[config.mk]
export PLATFORM = sky130hd
export DESIGN_NAME = fpu_mul_div_sequencer_flat
export DESIGN_NICKNAME = d
export VERILOG_FILES = /design/src/rtl/fpu_mul_div_sequencer_pkg.sv /design/src/rtl/fpu_mul_div_sequencer_if.sv /design/src/rtl/fpu_mul_div_sequencer_timeout.sv /design/src/rtl/fpu_mul_div_sequencer.sv /design/src/flat_wrapper.sv
export SDC_FILE = /design/constraint.sdc
export NUM_CORES = 1
export LEC_CHECK = 0
export BUFFER_PORTS_ARGS = -buffer_cell sky130_fd_sc_hd__buf_2
export CORE_AREA = 2 2 80 97
export DETAILED_ROUTE_END_ITERATION = 16
export DIE_AREA = 0 0 82 99
export HOLD_SLACK_MARGIN = 0.03
export SLEW_MARGIN = 15
export SYNTH_ARGS = -nofsm -noshare
export SYNTH_HDL_FRONTEND = slang
export SYNTH_HIERARCHICAL = 1
export SYNTH_SLANG_ARGS = --single-unit
[constraint.sdc]
create_clock -name clk -period 2.4 [get_ports clk]
set_clock_uncertainty 0.05 [all_clocks]
set_input_delay 0.48 -clock clk [delete_from_list [all_inputs] [get_ports clk]]
set_output_delay 0.48 -clock clk [all_outputs]
set_load 0.05 [all_outputs]
[src/rtl/fpu_mul_div_sequencer_pkg.sv]
// Shared types and status codes for the multiply/divide request sequencer.
// No logic here; imported by the interface, the counter and the FSM.
package fpu_seq_pkg;

    typedef enum logic [1:0] {
        IDLE = 2'd0,
        LOAD = 2'd1,
        WAIT = 2'd2,
        RESP = 2'd3
    } seq_state_t;

    typedef logic [15:0] half_t;

    localparam logic [1:0] OFUF_OK  = 2'b00;
    localparam logic [1:0] OFUF_UF  = 2'b01;
    localparam logic [1:0] OFUF_OF  = 2'b10;
    localparam logic [1:0] OFUF_TMO = 2'b11;

endpackage

[src/rtl/fpu_mul_div_sequencer_if.sv]
// Request and response valid/ready channels between the FPU issue logic and the sequencer.
// The slave modport is the sequencer side; the master modport is the issuer/consumer side.
interface fpu_mul_div_sequencer_if #(
    parameter int TAG_W = 4
);
    import fpu_seq_pkg::*;

    logic             req_valid;
    logic             req_ready;
    half_t            req_x;
    half_t            req_y;
    logic             req_op;
    logic [TAG_W-1:0] req_tag;

    logic             rsp_valid;
    logic             rsp_ready;
    half_t            rsp_result;
    logic [1:0]       rsp_ofuf;
    logic [TAG_W-1:0] rsp_tag;

    modport slave (
        input  req_valid, req_x, req_y, req_op, req_tag, rsp_ready,
        output req_ready, rsp_valid, rsp_result, rsp_ofuf, rsp_tag
    );

    modport master (
        output req_valid, req_x, req_y, req_op, req_tag, rsp_ready,
        input  req_ready, rsp_valid, rsp_result, rsp_ofuf, rsp_tag
    );

endinterface

[src/rtl/fpu_mul_div_sequencer_timeout.sv]
// Saturating wait-cycle counter; expired is high while the count equals TIMEOUT_CYCLES.
// Clear has priority over enable; the count holds at the limit and never wraps.
module seq_timeout_counter #(
    parameter int TIMEOUT_CYCLES = 64
) (
    input  logic clk,
    input  logic reset,
    input  logic clear,
    input  logic enable,
    output logic expired
);
    import fpu_seq_pkg::*;

    localparam int CNT_W = $clog2(TIMEOUT_CYCLES + 1);
    localparam logic [CNT_W-1:0] LIMIT = CNT_W'(TIMEOUT_CYCLES);

    logic [CNT_W-1:0] count;

    always_ff @(posedge clk) begin
        if (!reset || clear) begin
            count <= '0;
        end else if (enable && (count != LIMIT)) begin
            count <= count + 1'b1;
        end
    end

    assign expired = (count == LIMIT);

endmodule

[src/rtl/fpu_mul_div_sequencer.sv]
// One-in-flight front end for the iterative half-precision mul/div unit: accept, load, wait, respond.
// Minimum 3-cycle request-to-response latency; response held until rsp_ready, no new request meanwhile.
module fpu_mul_div_sequencer #(
    parameter int TIMEOUT_CYCLES = 64,
    parameter int TAG_W          = 4
) (
    input  logic                   clk,
    input  logic                   reset,
    fpu_mul_div_sequencer_if.slave bus,
    output logic [15:0]            unit_x,
    output logic [15:0]            unit_y,
    output logic                   unit_mulDiv,
    output logic                   unit_reset,
    input  logic                   unit_done,
    input  logic [15:0]            unit_result,
    input  logic [1:0]             unit_ofuf
);
    import fpu_seq_pkg::*;

    seq_state_t       state_q, state_d;
    logic             cnt_clear, cnt_en, expired;
    logic [TAG_W-1:0] tag_q;
    half_t            result_q;
    logic [1:0]       ofuf_q;

    seq_timeout_counter #(
        .TIMEOUT_CYCLES(TIMEOUT_CYCLES)
    ) u_timeout (
        .clk     (clk),
        .reset   (reset),
        .clear   (cnt_clear),
        .enable  (cnt_en),
        .expired (expired)
    );

    always_comb begin
        state_d   = state_q;
        cnt_clear = 1'b0;
        cnt_en    = 1'b0;
        case (state_q)
            IDLE: if (bus.req_valid) state_d = LOAD;
            LOAD: begin
                cnt_clear = 1'b1;
                state_d   = WAIT;
            end
            WAIT: begin
                cnt_en = 1'b1;
                if (unit_done || expired) state_d = RESP;
            end
            RESP: if (bus.rsp_ready) state_d = IDLE;
            default: state_d = IDLE;
        endcase
    end

    always_ff @(posedge clk) begin
        if (!reset) begin
            state_q     <= IDLE;
            unit_x      <= '0;
            unit_y      <= '0;
            unit_mulDiv <= 1'b0;
            unit_reset  <= 1'b1;
            tag_q       <= '0;
            result_q    <= '0;
            ofuf_q      <= OFUF_OK;
        end else begin
            state_q    <= state_d;
            unit_reset <= (state_d == LOAD);
            if ((state_q == IDLE) && bus.req_valid) begin
                unit_x      <= bus.req_x;
                unit_y      <= bus.req_y;
                unit_mulDiv <= bus.req_op;
                tag_q       <= bus.req_tag;
            end
            // A done arriving on the expiry cycle still reports the unit's status.
            if (state_q == WAIT) begin
                if (unit_done) begin
                    ofuf_q   <= unit_ofuf;
                    result_q <= (unit_ofuf == OFUF_OK) ? unit_result : 16'h0000;
                end else if (expired) begin
                    ofuf_q   <= OFUF_TMO;
                    result_q <= 16'h0000;
                end
            end
        end
    end

    assign bus.req_ready  = (state_q == IDLE) && reset;
    assign bus.rsp_valid  = (state_q == RESP);
    assign bus.rsp_result = result_q;
    assign bus.rsp_ofuf   = ofuf_q;
    assign bus.rsp_tag    = tag_q;

endmodule

[src/flat_wrapper.sv]
// flat-port wrapper written by rule: the top's interface ports become plain ports
module fpu_mul_div_sequencer_flat import fpu_seq_pkg::*;
#(
    parameter int TIMEOUT_CYCLES = 64,
    parameter int TAG_W          = 4
)
  (clk, reset, unit_x, unit_y, unit_mulDiv, unit_reset, unit_done, unit_result, unit_ofuf, bus_req_valid, bus_req_x, bus_req_y, bus_req_op, bus_req_tag, bus_rsp_ready, bus_req_ready, bus_rsp_valid, bus_rsp_result, bus_rsp_ofuf, bus_rsp_tag);
  fpu_mul_div_sequencer_if #(.TAG_W(TAG_W)) bus_i ();
  input  logic clk;
  input  logic reset;
  output logic [15:0] unit_x;
  output logic [15:0] unit_y;
  output logic unit_mulDiv;
  output logic unit_reset;
  input  logic unit_done;
  input  logic [15:0] unit_result;
  input  logic [1:0] unit_ofuf;
  input wire logic [$bits(bus_i.req_valid)-1:0] bus_req_valid;
  input wire logic [$bits(bus_i.req_x)-1:0] bus_req_x;
  input wire logic [$bits(bus_i.req_y)-1:0] bus_req_y;
  input wire logic [$bits(bus_i.req_op)-1:0] bus_req_op;
  input wire logic [$bits(bus_i.req_tag)-1:0] bus_req_tag;
  input wire logic [$bits(bus_i.rsp_ready)-1:0] bus_rsp_ready;
  output wire logic [$bits(bus_i.req_ready)-1:0] bus_req_ready;
  output wire logic [$bits(bus_i.rsp_valid)-1:0] bus_rsp_valid;
  output wire logic [$bits(bus_i.rsp_result)-1:0] bus_rsp_result;
  output wire logic [$bits(bus_i.rsp_ofuf)-1:0] bus_rsp_ofuf;
  output wire logic [$bits(bus_i.rsp_tag)-1:0] bus_rsp_tag;
  assign bus_i.req_valid = bus_req_valid;
  assign bus_i.req_x = bus_req_x;
  assign bus_i.req_y = bus_req_y;
  assign bus_i.req_op = bus_req_op;
  assign bus_i.req_tag = bus_req_tag;
  assign bus_i.rsp_ready = bus_rsp_ready;
  assign bus_req_ready = bus_i.req_ready;
  assign bus_rsp_valid = bus_i.rsp_valid;
  assign bus_rsp_result = bus_i.rsp_result;
  assign bus_rsp_ofuf = bus_i.rsp_ofuf;
  assign bus_rsp_tag = bus_i.rsp_tag;
  fpu_mul_div_sequencer #(.TIMEOUT_CYCLES(TIMEOUT_CYCLES), .TAG_W(TAG_W)) u_core (.clk(clk), .reset(reset), .bus(bus_i), .unit_x(unit_x), .unit_y(unit_y), .unit_mulDiv(unit_mulDiv), .unit_reset(unit_reset), .unit_done(unit_done), .unit_result(unit_result), .unit_ofuf(unit_ofuf));
endmodule
==> results of run 1 <==
==> cell usage in the layout, fill, tap and decap left out, types with 2 or more instances in the layout <==
cell type,instances
nand4_1,3
or3_1,3
xor2_1,2
bufinv_16,2
o21ai_1,12
nor2_1,4
nand3_1,37
buf_2,117
buf_4,3
dfxtp_1,65
a22o_1,16
mux2i_1,2
o21ai_0,28
a21oi_1,3
nor3_1,2
nand2_1,46
inv_1,4
clkbuf_8,11
nand2b_1,2
ha_1,2
==> kinds of logic (layout without fill, tap and decap cells) <==
group / after synthesis / in the layout
DFF: 65 / 65
adders and majority gates: 2 / 2
AOI/OAI and AO/OA: 65 / 65
muxes: 2 / 2
buffers and inverters: 23 / 138
xor gates and xnor gates: 2 / 2
and+or+nand+nor: 108 / 108
==> layer usage <==
metal | share of wire [%] | track usage, % | vias to the layer above
li1 | - | - | 1155
met1 | 41 | 17.5 | 1025
met2 | 50 | 24.3 | 64
met3 | 6.5 | 4.03 | 7
met4 | 1.7 | 8.46 | 0
met5 | 0 | 0 | -
==> state kept, by name, indices dropped and copies added (netlist names), 2 cells and up <==
name and count:
u_core/u_timeout/count 7, u_core/bus.rsp_tag 4, u_core/bus.rsp_result 16, u_core/unit_x 16
u_core/state_q 2, u_core/unit_y 16, u_core/bus.rsp_ofuf 2
==> power groups by stage <==
| stage | Clock, mW | Combinational [mW] | Sequential [mW] |
|---|---|---|---|
| 5_1_grt | 1.09 | 0.507 | 1.18 |
| 4_1_cts | 1.06 | 0.475 | 1.18 |
| 3_3_place_gp | 0 | 0.469 | 1.20 |
| 6_report | 1.02 | 0.472 | 1.18 |
| 2_1_floorplan | 0 | 0.159 | 1.39 |
| 3_5_place_dp | 0 | 0.475 | 1.20 |
==> worst min path at each step <==
stage,from,endpoint,slack (ns)
final,bus_rsp_ready,u_core/state_q[1]$_SDFF_PN0_,0.28
after global placement,u_core/unit_x[3]$_SDFFE_PN0P_,u_core/unit_x[3]$_SDFFE_PN0P_,0.38
after floorplan,u_core/u_timeout/count[6]$_SDFFE_PP0P_,u_core/u_timeout/count[6]$_SDFFE_PP0P_,0.41
after CTS,bus_rsp_ready,u_core/state_q[1]$_SDFF_PN0_,0.26
after detailed placement,u_core/unit_x[0]$_SDFFE_PN0P_,u_core/unit_x[0]$_SDFFE_PN0P_,0.39
after global routing,bus_rsp_ready,u_core/state_q[1]$_SDFF_PN0_,0.28
==> layout make-up <==
type | count | area share (%)
clock inverters | 3 | 1.98
inverters | 4 | 0.457
well taps | 90 | 3.43
multi-input cells | 179 | 31.3
repair buffers | 120 | 18.5
flip-flops and latches | 65 | 39.6
clock buffers | 11 | 4.61
==> metrics by stage <==
step	area [um^2]	cells	hold WS, ns	util [%]	power [mW]
after CTS	3280	472	0.257	45.9	2.71
after detailed placement	3070	458	0.390	42.9	1.68
after floorplan	2450	267	0.408	-	1.55
after global routing	3280	472	0.281	45.9	2.78
after global placement	3070	458	0.384	42.9	1.67
final	3280	472	0.279	45.9	2.67
==> worst max-delay path: stages (launching register included) <==
cell,delay [ns]
dfxtp_1,0.39
inv_1,0.08
ha_1,0.20
or4b_4,0.20
nor3_1,0.04
or2_2,0.31
a21oi_4,0.41
a22o_1,0.20
==> reports/qor.csv, run 1 <==
stage,metric,value,unit
timing,hold_violations,0,
clocking,numCtsBuffers,9,
cells_and_area,multiInputGateArea,1030,um^2
synthesis,synth_mux_area_share,0.817,%
timing,setup_viol,0,
job,maxCapViolations,0,
synthesis,ys_types,37,
route,drt_iter0_markers,84,
synthesis,synthFlopType,dfxtp_1,
floorplanning,io_pins,118,
synthesis,synth_most_common_cell,dfxtp_1,
floorplanning,dieWidth,82,um
floorplanning,die_y,99,um
pwr,internal_power,1.90,mW
setup_path,end_kind,register,
setup_path,worstPathRequired,2.62,ns
synthesis,synth_fa_ha_area_share,1.02,%
timing,relSlewSlack,52.4,%
setup_path,critical_path_arrival,2.17,ns
pwr,p_switching,769,uW
grt,grt_max_degree,77,
synthesis,netlist_instances,267,
timing,worst_pin_slew,0.713,ns
synthesis,synth_compound_area_share,17.0,%
route,drc_errors,0,
timing,tns,0,ns
pwr,p_clk_share,38.2,%
setup_path,regToRegEndpoint,u_core/bus.rsp_result[11]$_SDFFE_PN0P_,
synthesis,synth-xor-area-share,0.715,%
setup_path,worstReg2RegStart,u_core/u_timeout/count[0]$_SDFFE_PP0P_,
clocking,clock_sinks,65,
clocking,cts_hold_buf,0,
synthesis,synth_top_area_share,53.1,%
synthesis,yosysTopAreaCell,dfxtp_1,
setup_path,worstSetupPathType,register to register,
synthesis,synth_seq_cells,65,
synthesis,seq_area_frac_synth,53.1,%
synthesis,synth-edff-count,0,
clocking,clk_latency,0.33,ns
placement,dpl.hpwl,4280,um
setup_path,start_kind,register,
synthesis,yosys_warnings,6,
synthesis,synth_nets,329,
cells_and_area,nFillCells,742,
synthesis,synth_simple_gate_area_share,22.2,%
worst_hold_path,hp-class,input port to register,
placement,place.gp.congestion,0.696,
grt,grt_pass1_wl,9310,um
synthesis,syn_area_per_cell,9.18,um^2
clocking,htree_levels,3,
route,drt-wirelength-per-cell,12.7,um
floorplanning,start_util,34.3,%
synthesis,synth_commonest_cells,"65 x dfxtp_1, 46 x nand2_1, 37 x nand3_1, 28 x o21ai_0, 16 x a22o_1",
pwr,peakVddDrop,0.361,mV
timing,fmax,514,MHz
timing,rsz0062_at_grt,false,
clocking,root_buffer,clkbuf_8,
cells_and_area,antenna_cells,0,
cells_and_area,seq_area,1300,um^2
clocking,cts_resized,0,
timing,fin_crit_sh,81.1,%
run_status,outcome,"finished, final reports clean",
synthesis,syn_area,2450,um^2
setup_path,reg2regPathDepth,7,
clocking,path_clk_slew,0.06,ns
floorplanning,rows,34,
pwr,sequentialPowerShare,44.1,%
setup_path,startpoint,u_core/u_timeout/count[0]$_SDFFE_PP0P_,
route,dr.pass1.iters,4,
clocking,post-cts-setup-buffer-count,0,
synthesis,synth.area.top_cells,"dfxtp_1 53%, nand3_1 7.6%, nand2_1 7.0%, a22o_1 5.7%, o21ai_0 5.7%",
cells_and_area,fin_nets,441,
synthesis,synth_top_family_by_area,simple AND/OR/NAND/NOR gates,
placement,io_buffers,117,
pwr,swShare,28.8,%
placement,post-place-ws,0.491,ns
grt,grt_antenna_before_repair,0,
grt,grt.total_usage,15.0,%
setup_path,r2r_slack,0.45,ns
clocking,cts_tree,done,
route,drtAntennaViolNets,0,
pwr,p_leak,1.52,nW
route,drt-total-wl,6010,um
cells_and_area,syn_to_final_growth,34.0,%
route,vias_per_cell,4.77,
route,routed-via-count,2251,
setup_path,critical_path.max_fanout,16,
synthesis,async_flop_share,0,%
pwr,comb_power_share,17.7,%
setup_path,critPathCapture,u_core/bus.rsp_result[11]$_SDFFE_PN0P_,
grt,overflow,0,
grt,grt_pass1_vias,2049,
floorplanning,core,7150,um^2
timing,period_minus_slack,1.95,ns
floorplanning,die_area,8120,um^2
cells_and_area,drive_gt1_share,37.7,%
clocking,cts_buffer_depth,2,
worst_hold_path,worstHoldPathCells,2,
timing,setup_ws,0.454,ns
timing,slew_violations,0,
pwr,power.density,812,nW/um^2
No activity file was read; power rests on OpenSTA's default activity.
==> inputs of run 2 (changes only) <==
==> constraint.sdc (replaced) <==
create_clock -name clk -period 1.7 [get_ports clk]
set_clock_uncertainty 0.05 [all_clocks]
set_input_delay 0.34 -clock clk [delete_from_list [all_inputs] [get_ports clk]]
set_output_delay 0.34 -clock clk [all_outputs]
set_load 0.05 [all_outputs]
==> reports/qor.csv, run 2 (synthesis results as in run 1) <==
stage,metric,value,unit,change
run_status,outcome,"complete, but fails checks",,
run_status,violations,setup timing,,
placement,post-place-ws,-0.0122,ns,-0.503 ns
route,drtAntennaViolNets,0,,unchanged
clocking,clock_sinks,65,,unchanged
clocking,root_buffer,clkbuf_8,,
clocking,cts_tree,done,,
route,drt-total-wl,5850,um,-2.6%
timing,relSlewSlack,60.4,%,+7.9 points
floorplanning,io_pins,118,,unchanged
setup_path,critical_path_arrival,1.89,ns,-0.28 ns
setup_path,critical_path.max_fanout,16,,unchanged
cells_and_area,drive_gt1_share,40.1,%,+2.4 points
grt,grt_max_degree,53,,-31%
timing,period_minus_slack,1.71,ns,-0.233 ns
setup_path,end_kind,register,,
route,drt_iter0_markers,117,,+39%
setup_path,start_kind,register,,
timing,setup_viol,11,,+11
route,wl_met2,2880,um,-4.9%
timing,fin_crit_sh,101,%,+20 points
route,route.met3.wl,333,um,-15%
clocking,path_clk_slew,0.07,ns,about the same
timing,whs,0.146,ns,-0.133 ns
pwr,peakVddDrop,0.493,mV,+36%
floorplanning,start_util,34.3,%,unchanged
timing,hold_violations,0,,unchanged
placement,dpl.hpwl,4220,um,-1.5%
placement,io_buffers,117,,unchanged
grt,grt_pass1_vias,2061,,+0.59%
route,routed-via-count,2259,,+0.36%
floorplanning,die_y,99,um,unchanged
floorplanning,rows,34,,unchanged
setup_path,crit_path_top_delay_cell,or4b_4,,
timing,rsz0062_at_grt,true,,
timing,worst_pin_slew,0.593,ns,-0.121 ns
cells_and_area,layout_commonest_cell,buf_2,,
clocking,cts_buffer_depth,2,,unchanged
clocking,post-cts-setup-buffer-count,0,,unchanged
timing,slew_violations,0,,unchanged
cells_and_area,antenna_cells,0,,unchanged
floorplanning,core,7150,um^2,unchanged
pwr,power.density,1090,nW/um^2,+34%
clocking,numCtsBuffers,9,,unchanged
worst_hold_path,worstHoldPathCells,2,,unchanged
cells_and_area,syn_to_final_growth,36.1,%,
grt,grt_antenna_before_repair,0,,unchanged
cells_and_area,fin_nets,447,,+1.4%
setup_path,worstPathRequired,1.87,ns,-0.75 ns
placement,place.gp.congestion,0.723,,+3.9%
cells_and_area,final_cell_mix,"117 x buf_2, 62 x dfxtp_1, 46 x nand2_1",,
route,vias_per_cell,4.72,,-1.1%
setup_path,cpPeakStageDelay,0.46,ns,+0.05 ns
cells_and_area,fin_cells,479,,+1.5%
setup_path,worstPathCellList,inv_2 > ha_1 > or4b_4 > nor3_2 > or2_4 > a21oi_4 > a22o_1,,
timing,fmax,584,MHz,+14%
setup_path,reg2regPathDepth,7,,unchanged
route,drt-wirelength-per-cell,12.2,um,-4.0%
worst_hold_path,hp-class,input port to register,,
clocking,htree_levels,3,,unchanged
grt,grt.total_usage,14.8,%,-0.19 points
floorplanning,die_area,8120,um^2,unchanged
job,maxCapViolations,0,,unchanged
pwr,p_leak,1.55,nW,+2.0%
route,dr.pass1.iters,4,,unchanged
route,drc_errors,0,,unchanged
floorplanning,dieWidth,82,um,unchanged
clocking,cts_hold_buf,0,,unchanged
setup_path,worstSetupPathType,register to register,,
timing,setup_ws,-0.0130,ns,-0.467 ns
grt,overflow,0,,unchanged
route,routed.top_layer,met4,,
placement,dpl.cell_count,464,,+1.3%
cells_and_area,nFillCells,717,,-3.4%
clocking,clk_latency,0.33,ns,about the same
grt,grt_pass1_wl,9230,um,-0.89%
route,wl_met1,2540,um,+1.8%
-- run 2: changes by cell type in the layout (fill, tap and decap cells not counted), moves of 2 or more --
| cell | delta |
|---|---|
| buf_4 | +5 |
| dfxtp_1 | -3 |
| dfxtp_2 | +3 |
| nor3_1 | -2 |
| nor3_2 | +2 |
-- run 2: critical path: cells and delay by family (launching register included) --
kind | cells | cell delay (ns)
buffers and inverters | 1 | 0.05
adder cells (fa/ha/maj) | 1 | 0.13
AO/OA/AOI/OAI | 2 | 0.33
AND/OR/NAND/NOR | 3 | 0.74
flip-flops | 1 | 0.32
-- run 2: area by class of cell --
cell class | instances | area [um^2] | share of cell area, %
Clock buffer | 12 | 155 | 4.65
Sequential cell | 65 | 1310 | 39.1
Multi-Input combinational cell | 179 | 1040 | 31.2
Clock inverter | 3 | 40.0 | 1.20
Tap cell | 90 | 113 | 3.38
Inverter | 4 | 15.0 | 0.450
Timing Repair Buffer | 126 | 666 | 20.0
-- run 2: path summary, 6_finish.rpt --
path | start | endpoint | slack (ns)
max | u_core/u_timeout/count[0]$_SDFFE_PP0P_ | u_core/bus.rsp_result[5]$_SDFFE_PN0P_ | -0.01
min | bus_rsp_ready | u_core/state_q[1]$_SDFF_PN0_ | 0.15
max reg2reg | u_core/u_timeout/count[0]$_SDFFE_PP0P_ | u_core/bus.rsp_result[5]$_SDFFE_PN0P_ | -0.01
min reg2reg | u_core/unit_y[11]$_SDFFE_PN0P_ | u_core/unit_y[11]$_SDFFE_PN0P_ | 0.39
-- run 2: power breakdown --
group | internal [mW] | total [mW] | leakage [nW] | switching [mW]
clock | 0.745 | 1.29 | 0.102 | 0.543
sequential | 1.61 | 1.66 | 0.532 | 0.0488
combinational | 0.201 | 0.690 | 0.913 | 0.489
-- run 2: repair_timing --
item                                    CTS  global route
gates resized for setup                   2             0
pin swaps                                 1             0
hold endpoints to repair                  0             0
endpoints found under the setup margin   17            17
-- run 2: metrics by stage --
stage	util [%]	TNS, ns	total power, mW	instance area [um^2]
6_report	46.7	-0.0977	3.64	3330
5_1_grt	46.7	-1.27	3.83	3330
4_1_cts	46.7	-0.165	3.69	3330
3_5_place_dp	43.9	-0.141	2.39	3140
3_3_place_gp	43.9	-0.0532	2.38	3140
2_1_floorplan	-	-0.478	2.19	2470
-- run 2: layer usage --
metal,vias to the layer above,track usage (%)
met5,-,0
met4,0,7.69
met3,10,4.03
met2,64,24.5
met1,1015,17.1
li1,1170,-
==> inputs of run 3 (changes only) <==
--- a/config.mk
+++ b/config.mk
@@ -10,6 +10,7 @@
 export DETAILED_ROUTE_END_ITERATION = 16
 export DIE_AREA = 0 0 82 99
 export HOLD_SLACK_MARGIN = 0.03
+export PLACE_DENSITY_LB_ADDON = 0.2
 export SLEW_MARGIN = 15
 export SYNTH_ARGS = -nofsm -noshare
 export SYNTH_HDL_FRONTEND = slang
==> reports/qor.csv, run 3 (synthesis results as in run 1) <==
stage,metric,value,unit,change
grt,grt.total_usage,14.9,%,+0.082 points
route,drtAntennaViolNets,0,,unchanged
grt,grt_pass1_vias,1980,,-3.9%
cells_and_area,fin_nets,451,,+0.89%
timing,hold_violations,0,,unchanged
setup_path,start_kind,register,,
timing,whs,0.137,ns,-0.00920 ns
setup_path,crit_path_top_delay_cell,or4b_4,,
setup_path,path_delay_family,simple AND/OR/NAND/NOR gates,,
timing,fin_crit_sh,103,%,+2.7 points
placement,dpl.hpwl,4180,um,-0.97%
placement,place.gp.congestion,0.735,,+1.7%
cells_and_area,drive_gt1_share,40.7,%,+0.61 points
clocking,numCtsBuffers,9,,unchanged
route,drt-total-wl,5940,um,+1.5%
clocking,path_clk_slew,0.06,ns,about the same
clocking,clk_latency,0.33,ns,about the same
grt,grt_max_degree,53,,unchanged
floorplanning,start_util,34.3,%,unchanged
cells_and_area,syn_to_final_growth,36.6,%,
route,dr.pass1.iters,4,,unchanged
pwr,peakVddDrop,0.440,mV,-11%
floorplanning,core,7150,um^2,unchanged
route,drt_iter0_markers,62,,-47%
setup_path,cpPeakStageDelay,0.47,ns,about the same
cells_and_area,antenna_cells,0,,unchanged
route,routed-via-count,2239,,-0.89%
floorplanning,die_y,99,um,unchanged
pwr,power.density,1040,nW/um^2,-5.0%
timing,fmax,569,MHz,-2.6%
grt,grt_pass1_wl,9230,um,about the same
setup_path,cp_num_buf_inv,1,,unchanged
timing,relSlewSlack,59.2,%,-1.2 points
run_status,outcome,"complete, but fails checks",,
placement,post-place-ws,-0.0430,ns,-0.0308 ns
clocking,clock_sinks,65,,unchanged
timing,setup_viol,18,,+7
setup_path,worstPathCellList,inv_2 > ha_1 > or4b_4 > nor3_4 > or2_4 > a21oi_4 > a22o_1,,
timing,worst_pin_slew,0.610,ns,+0.0178 ns
floorplanning,rows,34,,unchanged
floorplanning,io_pins,118,,unchanged
cells_and_area,nFillCells,736,,+2.6%
floorplanning,die_area,8120,um^2,unchanged
setup_path,critical_path.max_fanout,8,,-8
setup_path,worstSetupPathType,register to register,,
setup_path,worstPathRequired,1.87,ns,about the same
timing,slew_violations,0,,unchanged
run_status,violations,setup timing,,
grt,grt_antenna_before_repair,0,,unchanged
job,maxCapViolations,0,,unchanged
placement,io_buffers,117,,unchanged
timing,setup_ws,-0.0587,ns,-0.0456 ns
route,drt-wirelength-per-cell,12.3,um,+0.68%
clocking,cts_hold_buf,0,,unchanged
cells_and_area,seq_area,1310,um^2,unchanged
clocking,cts_buffer_depth,2,,unchanged
clocking,cts_tree,done,,
pwr,finalPower,3.47,mW,-4.7%
route,vias_per_cell,4.64,,-1.7%
worst_hold_path,hp-class,input port to register,,
route,drc_errors,0,,unchanged
pwr,p_leak,1.55,nW,+0.29%
cells_and_area,layout_commonest_cell,buf_2,,
clocking,htree_levels,3,,unchanged
timing,rsz0062_at_grt,true,,
timing,period_minus_slack,1.76,ns,+0.0456 ns
setup_path,critical_path_arrival,1.93,ns,+0.04 ns
setup_path,end_kind,register,,
cells_and_area,final_cell_mix,"117 x buf_2, 62 x dfxtp_1, 46 x nand2_1",,
clocking,root_buffer,clkbuf_8,,
floorplanning,dieWidth,82,um,unchanged
grt,overflow,0,,unchanged
cells_and_area,multiInputGateArea,1060,um^2,+2.2%
[run 3: cell count changes in the layout (fill, tap and decap cells not counted)]
cell	change
a21oi_4	+1
nor3_2	-1
bufinv_16	-1
buf_4	+3
nor3_4	+1
clkbuf_8	-1
clkinv_2	+2
[run 3: worst reg2reg max path: stages (launching register included)]
cell and delay (ns):
dfxtp_2 0.32, inv_2 0.05, ha_1 0.12, or4b_4 0.47, nor3_4 0.13, or2_4 0.19
a21oi_4 0.10, a22o_1 0.22
[run 3: layer usage]
metal	part of all wire (%)	global-route usage [%]	vias up
li1	-	-	1178
met1	44	17.9	982
met2	47	23.4	71
met3	6.8	4.67	8
met4	2.1	7.69	0
met5	0	0	-
[run 3: what timing repair did]
| action | CTS | global route |
|---|---|---|
| pin swaps | 2 | 6 |
| setup endpoints to repair | 17 | 20 |
| cloned | 1 | 0 |
| resized for setup | 1 | 3 |
| setup buffers | 1 | 1 |
[run 3: layout make-up]
type,count,area share [%]
inverters,4,0.449
multi-input cells,180,31.8
well taps,90,3.37
clock inverters,4,0.598
flip-flops and latches,65,39.0
clock buffers,11,4.23
repair buffers,129,20.6
[run 3: through the flow]
step | area, um^2 | utilization [%] | instances | TNS (ns)
after floorplan | 2470 | - | 267 | -0.478
after global placement | 3140 | 44.0 | 465 | -0.0350
after detailed placement | 3140 | 44.0 | 465 | -0.488
after CTS | 3320 | 46.5 | 482 | -0.498
after global routing | 3350 | 46.8 | 483 | -2.11
final | 3350 | 46.8 | 483 | -0.586
[run 3: where the power goes]
part | internal, mW | leakage (nW) | switching [mW]
logic | 0.209 | 0.931 | 0.498
clock network | 0.550 | 0.0887 | 0.550
registers | 1.61 | 0.532 | 0.0480
[run 3: worst paths after layout]
path         cells past startpoint                                   start  slack [ns]                               endpoint
max reg2reg                      7  u_core/u_timeout/count[0]$_SDFFE_PP0P_       -0.06  u_core/bus.rsp_result[7]$_SDFFE_PN0P_
min reg2reg                      2           u_core/unit_x[6]$_SDFFE_PN0P_        0.40          u_core/unit_x[6]$_SDFFE_PN0P_
min                              2                           bus_rsp_ready        0.14           u_core/state_q[1]$_SDFF_PN0_
max                              7  u_core/u_timeout/count[0]$_SDFFE_PP0P_       -0.06  u_core/bus.rsp_result[7]$_SDFFE_PN0P_
